### src/rtl/aes_session_pkg.sv
// Shared types and constants for the masked-AES session sequencer.
package aes_session_pkg;
    typedef enum logic [1:0] {IDLE, FEED, RUN} state_e;

    localparam int BLOCK_BYTES = 16;
    localparam int IDX_W       = $clog2(BLOCK_BYTES);
    localparam int DONE_FIRST  = 245;
    localparam int DONE_LEN    = 16;
endpackage

### src/rtl/aes_byte_block_buf.sv
// One AES block of shared bytes: indexed write, combinational indexed read, synchronous clear.
module aes_byte_block_buf
    import aes_session_pkg::*;
#(
    parameter int W = 16
) (
    input  logic             clk_i,
    input  logic             clr_i,
    input  logic             we_i,
    input  logic [IDX_W-1:0] widx_i,
    input  logic [W-1:0]     wdata_i,
    input  logic [IDX_W-1:0] ridx_i,
    output logic [W-1:0]     rdata_o
);
    logic [BLOCK_BYTES-1:0][W-1:0] mem_q;

    always_ff @(posedge clk_i) begin
        if (clr_i)     mem_q <= '0;
        else if (we_i) mem_q[widx_i] <= wdata_i;
    end

    assign rdata_o = mem_q[ridx_i];
endmodule

### src/rtl/aes_session_ctrl.sv
// Session sequencer: buffers a shared pt/key block, feeds the byte-serial core,
// captures its done window into the ciphertext buffer and streams it out.
module aes_session_ctrl
    import aes_session_pkg::*;
#(
    parameter int SHARES  = 2,
    parameter int TIMEOUT = 300
) (
    input  logic                clk,
    input  logic                rst,
    input  logic                in_valid,
    output logic                in_ready,
    input  logic [8*SHARES-1:0] in_pt,
    input  logic [8*SHARES-1:0] in_key,
    output logic                out_valid,
    input  logic                out_ready,
    output logic [8*SHARES-1:0] out_ct,
    output logic                out_last,
    output logic                core_rst,
    output logic [8*SHARES-1:0] core_pt,
    output logic [8*SHARES-1:0] core_key,
    input  logic                core_done,
    input  logic [8*SHARES-1:0] core_ct,
    input  logic                rng_seeded,
    output logic                rng_en,
    output logic                busy,
    output logic                err
);
    localparam int W   = 8*SHARES;
    localparam int WDW = $clog2(TIMEOUT+1);
    localparam logic [4:0] BB = 5'(BLOCK_BYTES);

    state_e           state_q, state_d;
    logic [4:0]       in_cnt_q, in_cnt_d, out_cnt_q, out_cnt_d, cap_cnt_q, cap_cnt_d;
    logic [IDX_W-1:0] feed_q, feed_d;
    logic [WDW-1:0]   wdog_q, wdog_d;
    logic             err_q, err_d, err_evt;
    logic             in_fire, out_fire, cap_we;
    logic [2*W-1:0]   in_rd;

    assign in_ready  = (in_cnt_q < BB) && (state_q != FEED);
    assign in_fire   = in_valid && in_ready;
    assign out_valid = (out_cnt_q != 5'd0);
    assign out_last  = (out_cnt_q == 5'd1);
    assign out_fire  = out_valid && out_ready;
    assign cap_we    = (state_q == RUN) && core_done;
    assign busy      = (state_q != IDLE);
    assign rng_en    = busy;
    assign err       = err_q;
    // Start pulse: core held in reset while idle and during F0 only.
    assign core_rst  = (state_q == IDLE) || (state_q == FEED && feed_q == '0);
    assign core_pt   = (state_q == FEED) ? in_rd[2*W-1:W] : '0;
    assign core_key  = (state_q == FEED) ? in_rd[W-1:0]   : '0;

    aes_byte_block_buf #(.W(2*W)) u_in_buf (
        .clk_i   (clk),
        .clr_i   (rst),
        .we_i    (in_fire),
        .widx_i  (in_cnt_q[IDX_W-1:0]),
        .wdata_i ({in_pt, in_key}),
        .ridx_i  (feed_q),
        .rdata_o (in_rd)
    );

    aes_byte_block_buf #(.W(W)) u_ct_buf (
        .clk_i   (clk),
        .clr_i   (rst || err_evt),
        .we_i    (cap_we),
        .widx_i  (cap_cnt_q[IDX_W-1:0]),
        .wdata_i (core_ct),
        .ridx_i  (IDX_W'(BB - out_cnt_q)),
        .rdata_o (out_ct)
    );

    always_comb begin
        state_d   = state_q;
        in_cnt_d  = in_cnt_q;
        out_cnt_d = out_cnt_q;
        cap_cnt_d = cap_cnt_q;
        feed_d    = feed_q;
        wdog_d    = wdog_q;
        err_d     = err_q;
        err_evt   = 1'b0;
        if (in_fire)  in_cnt_d  = in_cnt_q + 5'd1;
        if (out_fire) out_cnt_d = out_cnt_q - 5'd1;
        case (state_q)
            IDLE: begin
                // Registered out_cnt: the final output beat enables FEED one cycle later.
                if (in_cnt_q == BB && out_cnt_q == 5'd0 && rng_seeded && !err_q) begin
                    state_d   = FEED;
                    feed_d    = '0;
                    wdog_d    = '0;
                    cap_cnt_d = 5'd0;
                end
            end
            FEED: begin
                wdog_d = wdog_q + WDW'(1);
                feed_d = feed_q + IDX_W'(1);
                if (feed_q == IDX_W'(BLOCK_BYTES-1)) begin
                    in_cnt_d = 5'd0;
                    state_d  = RUN;
                end
            end
            RUN: begin
                if (wdog_q != '1) wdog_d = wdog_q + WDW'(1);
                if (core_done) begin
                    cap_cnt_d = cap_cnt_q + 5'd1;
                    if (cap_cnt_q == BB - 5'd1) begin
                        cap_cnt_d = 5'd0;
                        out_cnt_d = BB;
                        state_d   = IDLE;
                    end
                end else if (cap_cnt_q != 5'd0 || wdog_q == WDW'(TIMEOUT-1)) begin
                    err_evt   = 1'b1;
                    err_d     = 1'b1;
                    cap_cnt_d = 5'd0;
                    state_d   = IDLE;
                end
            end
            default: state_d = IDLE;
        endcase
    end

    always_ff @(posedge clk) begin
        if (rst) begin
            state_q   <= IDLE;
            in_cnt_q  <= 5'd0;
            out_cnt_q <= 5'd0;
            cap_cnt_q <= 5'd0;
            feed_q    <= '0;
            wdog_q    <= '0;
            err_q     <= 1'b0;
        end else begin
            state_q   <= state_d;
            in_cnt_q  <= in_cnt_d;
            out_cnt_q <= out_cnt_d;
            cap_cnt_q <= cap_cnt_d;
            feed_q    <= feed_d;
            wdog_q    <= wdog_d;
            err_q     <= err_d;
        end
    end
endmodule

### config.mk
export PLATFORM = sky130hd
export DESIGN_NAME = aes_session_ctrl
export DESIGN_NICKNAME = d
export VERILOG_FILES = /design/src/rtl/aes_session_pkg.sv /design/src/rtl/aes_byte_block_buf.sv /design/src/rtl/aes_session_ctrl.sv
export SDC_FILE = /design/constraint.sdc
export NUM_CORES = 2
export LEC_CHECK = 0
export ABC_AREA = 0
export CORE_MARGIN = 2
export CORE_UTILIZATION = 66
export DETAILED_ROUTE_END_ITERATION = 12
export GPL_TIMING_DRIVEN = 0
export PLACE_DENSITY = 0.85
export SYNTH_ARGS = -nofsm -noshare
export SYNTH_HDL_FRONTEND = slang
export SYNTH_SLANG_ARGS = --single-unit
### constraint.sdc
create_clock -name clk -period 6.6 [get_ports clk]
set_input_delay 1.32 -clock clk [delete_from_list [all_inputs] [get_ports clk]]
set_output_delay 1.32 -clock clk [all_outputs]
set_load 0.05 [all_outputs]
# [Word level (Yosys, flattened, before mapping)]
# Cells that the tools add are included.
[word_totals] ff_bits=799 latchBits=0 mem_bits_rw=0 rom_bits=0 input_bits=54 output_inout_bits=55 memories=0
[op_classes] addsub=6 multipliers=0 n_div=0 n_lt_le_gt_ge=7 eq_ne=14 n_shift=0 mux=38 n_bitwise=1 reduce_logical=28
[ops] operator="bitwise mux 512 bit" count=1
[ops] operator="bitwise mux 256 bit" count=1
[ops] operator="binary-select mux 32 bit (select 4 bit)" count=1
[ops] operator="demux 32 bit (select 4 bit)" count=1
[ops] operator="binary-select mux 16 bit (select 4 bit)" count=1
[ops] operator="demux 16 bit (select 4 bit)" count=1
[ops] operator="2-to-1 mux 16 bit" count=4
[ops] operator="2-to-1 mux 32 bit" count=2
[ops] operator="2-to-1 mux 5 bit" count=11
[ops] operator="one-hot mux 9 bit (3 select lines)" count=1
[ops] operator="less-than comparator 4 x 5 -> 1 bit (second input constant)" count=4
[ops] operator="2-to-1 mux 9 bit" count=2
[ops] operator="adder 5 x 1 -> 5 bit (second input constant)" count=2
[ops] operator="logical AND 1 bit" count=10
[ops] operator="2-to-1 mux 2 bit" count=5
[ops] operator="one-hot mux 5 bit (2 select lines)" count=1
[ops] operator="nonzero test 5 bit" count=2
[ops] operator="adder 9 x 1 -> 9 bit (second input constant)" count=1
[ops] operator="== test 9 bit (second input constant)" count=1
[ops] operator="!= test 9 bit (second input constant)" count=1
[ops] operator="AND reduction 3 bit" count=3
[ops] operator="greater-or-equal comparator 4 x 1 -> 1 bit (second input constant)" count=2
[ops] operator="!= test 2 x 1 -> 1 bit (second input constant)" count=4
[ops] operator="one-hot mux 4 bit (2 select lines)" count=1
[ops] operator="other kinds (24)" count=31

# [Depth between registers and ports, before layout]
[logic_depth] ltp_word=6 depth_mapped=10

# [Hierarchy]
# Synthesis repeated with hierarchy kept, for this count alone.
[unflattened] cells_unflattened=4302 hier_area_um2=37180.7
[modules_own_cells] module="aes_byte_block_buf at u_in_buf" n_inst=1 cells_each=2688 area_each_um2=23282.3
[modules_own_cells] module="aes_byte_block_buf at u_ct_buf" n_inst=1 cells_each=1358 area_each_um2=11865.1
[modules_own_cells] module="aes_session_ctrl" n_inst=1 cells_each=256 area_each_um2=2033.2

# [Worst setup path before layout]
# Ideal clock, no wire load.
[synth_timing] kind="reg2out" start="register out_cnt_q[0]" end="output port out_ct[5]" arrival_time_ns=2.905 required_time_ns=5.280 slack_ns=2.375 stages_incl_launch_ff=11 n_path_buf=4 cell_sequence="dfxtp_1 > buf_2 > buf_2 > inv_1 > ha_1 > clkbuf_1 > clkbuf_1 > mux4_2 > mux2i_1 > nor2_1 > a221o_1"
[synth_via] elab_chain_len=3
[synth_rtl] element="from (decl)" line_no="aes_session_ctrl.sv:34" rtl="logic [4:0] in_cnt_q, in_cnt_d, out_cnt_q, out_cnt_d, cap_cnt_q, cap_cnt_d;"
[synth_rtl] element="from (signal assigned)" line_no="aes_session_ctrl.sv:136" rtl="out_cnt_q <= out_cnt_d;"
[synth_rtl] element="subtractor 1 x 4 -> 4 bit" line_no="aes_session_ctrl.sv:71" rtl=".ridx_i (IDX_W'(BB - out_cnt_q)),"
[synth_rtl] element="binary-select mux 16 bit (select 4 bit)" line_no="aes_byte_block_buf.sv:22" rtl="assign rdata_o = mem_q[ridx_i];"
[synth_rtl] element="2-to-1 mux 16 bit (implied by the code)" line_no="aes_byte_block_buf.sv:22"
[synth_rtl] element="to (decl)" line_no="aes_session_ctrl.sv:17" rtl="output logic [8*SHARES-1:0] out_ct,"
# Every way passes these cells. The select of a mux whose other input is x is not followed.

# [Final worst setup path]
[layout_timing] start="register out_cnt_q[0]" end="output port out_ct[14]"
# The elaborated chain is that of the path after synthesis.

==> metrics.cfg <==
[outcome]
status=finished with violations
violations=design-rule violations

[worst_setup_path]
required_ns=5.28
worstSetupEndpointType=primary output
cp.arrival_ns=5.06
cp_max_fo=10
r2r_setup_slack_ns=3.54
start_kind=register
crit_type=register to primary output

[final_layout]
layout_commonest_cell=nand2_1
regArea_um2=16000
utilization=0.743
final_nets=4333
fillCellCount=3728
drive_gt1_frac=0.113
synthToLayoutAreaGrowth_pct=11.9
layout_common_cells=nand2_1, dfxtp_1, a21oi_1, clkbuf_1, mux4_2
multi_input_area_um2=16800

[drt]
vias=32600
drt_iter0_drc=5189
route.detailed.drc=2
dr.pass1.iters=12
wirelength_um=111000
wire_per_inst_um=22.1
avgViaCountPerCell=6.50
antenna_left=0

[grt]
grt_pass1_wl_um=169000
gr-total-overflow=0
grt_pass1_vias=30800
antenna_found_initial=10
grt_max_degree=14
grt_usage=0.401

[clock_tree]
cts_sinks=799
cts.path.max_buffers=3
numCtsBuffers=81
cts_tree=yes
hold_buffers=0
clk_pin_slew_ns=0.06
ctsHtreeMaxLevel=3
clock-root-buffer=clkbuf_16
clk_latency_ns=0.65

[place]
portBuffers=59
dp_hpwl_um=78600
place.gp.congestion=0.979

[synth]
synth-main-ff-cell=dfxtp_1
ys_seq_area_frac=0.461
synth-seq-cells=799
synth_nets=4191
ys_warn_count=0
yosysUniqueCellTypes=60
async_reset_ff_frac=0
postSynthCellCount=4118
synth_edf_count=0
syn_area_per_cell_um2=8.43
synth.cell_area_um2=34700

[timing]
drv_slew=0
rsz0062_at_grt=false
slew_headroom=0.269
fmax_mhz=157
final.setup.tns_ns=0
hold_viol=0
finClkSkew_ns=0.0217
setup_violations=0
finalCritPeriodShare=0.966
min_period_ns=6.38
worstMarginPinSlew_ns=1.10

[die]
num_rows=84
pin_count=109
dieArea_um2=54400
fp.coreArea_um2=52200
die_h_um=233
start_util=0.665
die_w_um=233

[hold_path]
hold_path_class=register to register

[power_and_ir_drop]
p_per_area_nw_per_um2=282
comb_power_share=0.131
intPower_uw=7980
ir_drop_mv=0.235
power.share.switching=0.272
p_sw_uw=2980
fin_total_pwr_uw=11000
p_clk_frac=0.421
p_leak_uw=0.0126
seqPwrFrac=0.448

[flow_run]
maxCapViolations=0

Yosys cell counts, types with 3 or more instances:
library cell | count | area, um^2
buf_4 | 5 | 37.5
a21oi_1 | 784 | 3920
dfxtp_1 | 799 | 16000
buf_1 | 9 | 33.8
nand2_1 | 1509 | 5660
a31o_1 | 3 | 26.3
nor3_1 | 7 | 35.0
ha_1 | 19 | 238
o21ai_0 | 13 | 65.1
a31oi_1 | 4 | 25.0
xor2_1 | 3 | 26.3
nor2_1 | 34 | 128
a32o_1 | 6 | 60.1
and3_1 | 19 | 119
nand3_1 | 76 | 380
and2_1 | 7 | 43.8
clkbuf_1 | 267 | 1000
and4b_1 | 4 | 40.0
mux4_2 | 192 | 4320
mux2i_1 | 81 | 811
buf_2 | 145 | 726
nor2b_1 | 6 | 37.5
a221o_1 | 16 | 160
nor4_1 | 3 | 18.8
and4_1 | 5 | 43.8
nand2b_1 | 5 | 31.3
inv_1 | 13 | 48.8
xnor2_1 | 3 | 26.3
o22ai_1 | 32 | 200
nor3b_2 | 3 | 37.5
nand4_1 | 10 | 62.6
power by group through the flow:
stage | clock network, uW | logic (uW) | registers (uW)
3_5_place_dp | 0 | 1380 | 5010
4_1_cts | 4580 | 1390 | 4900
3_3_place_gp | 0 | 1360 | 5010
2_1_floorplan | 0 | 966 | 5000
5_1_grt | 4790 | 1500 | 4900
6_report | 4610 | 1440 | 4900
kinds of logic after synthesis:
group | count (synthesis) | share of synthesized area
flops | 799 | 0.461
xor+xnor | 7 | 0.00198
simple gates | 1703 | 0.196
compound gates | 875 | 0.133
fa+ha+maj | 19 | 0.00685
buf+inv | 442 | 0.0540
mux | 273 | 0.148
area by class of cell:
class	count	share of cell area
multi-input combinational	2877	0.434
inverter	14	0.00135
sequential	799	0.412
timing repair buffer	59	0.0152
tap	688	0.0222
antenna	6	0.000387
clock buffer	122	0.0624
clock inverter	20	0.00577
buffer	428	0.0470
metal layers:
metal	up-vias	wire, um	track usage
met5	-	78	0
met4	12	5780	0.201
met3	457	15400	0.113
met2	2444	48000	0.588
met1	15500	41600	0.545
li1	14200	-	-
path summary, 6_finish.rpt:
path,cells past startpoint,startpoint,end
setup / recovery,11,out_cnt_q[0],out_ct[14]
hold / removal,2,u_in_buf.mem_q[104],u_in_buf.mem_q[104]
setup reg to reg,8,out_cnt_q[0],out_cnt_q[1]
hold reg to reg,2,u_in_buf.mem_q[104],u_in_buf.mem_q[104]
flip-flops by register name, summed over array words and instances (netlist names):
register        flops
u_in_buf.mem_q    512
u_ct_buf.mem_q    256
wdog_q              9
cap_cnt_q           5
in_cnt_q            5
out_cnt_q           5
feed_q              4
state_q             2
err                 1
timing repair:
| action | 4_1_cts | 5_1_grt |
|---|---|---|
| setup buffers | 0 | 0 |
| endpoints found under the hold margin | 0 | 0 |
| gates resized for setup | 1 | 3 |
| setup endpoints to repair | 3 | 16 |
stage by stage:
stage	instances	hold WS [ns]	setup WS (ns)	instance area [um^2]
CTS	5007	0.451	0.126	38800
detailed placement	4865	0.443	0.688	36200
global route	5010	0.464	0.0508	38800
floorplan	4118	0.433	2.37	34700
global placement	4865	0.438	0.727	36200
finish	5013	0.451	0.223	38800
worst max-delay path, stage by stage, from the launching register on:
cell	delay (ns)
dfxtp_1	0.49
buf_2	0.37
buf_2	0.45
inv_1	0.17
ha_1	0.32
clkbuf_1	0.39
clkbuf_2	0.48
mux4_2	0.39
mux2i_1	0.26
nor2_1	0.07
a221o_1	0.30
clkdlybuf4s50_1	0.70
No activity file was read; power rests on OpenSTA's default activity.
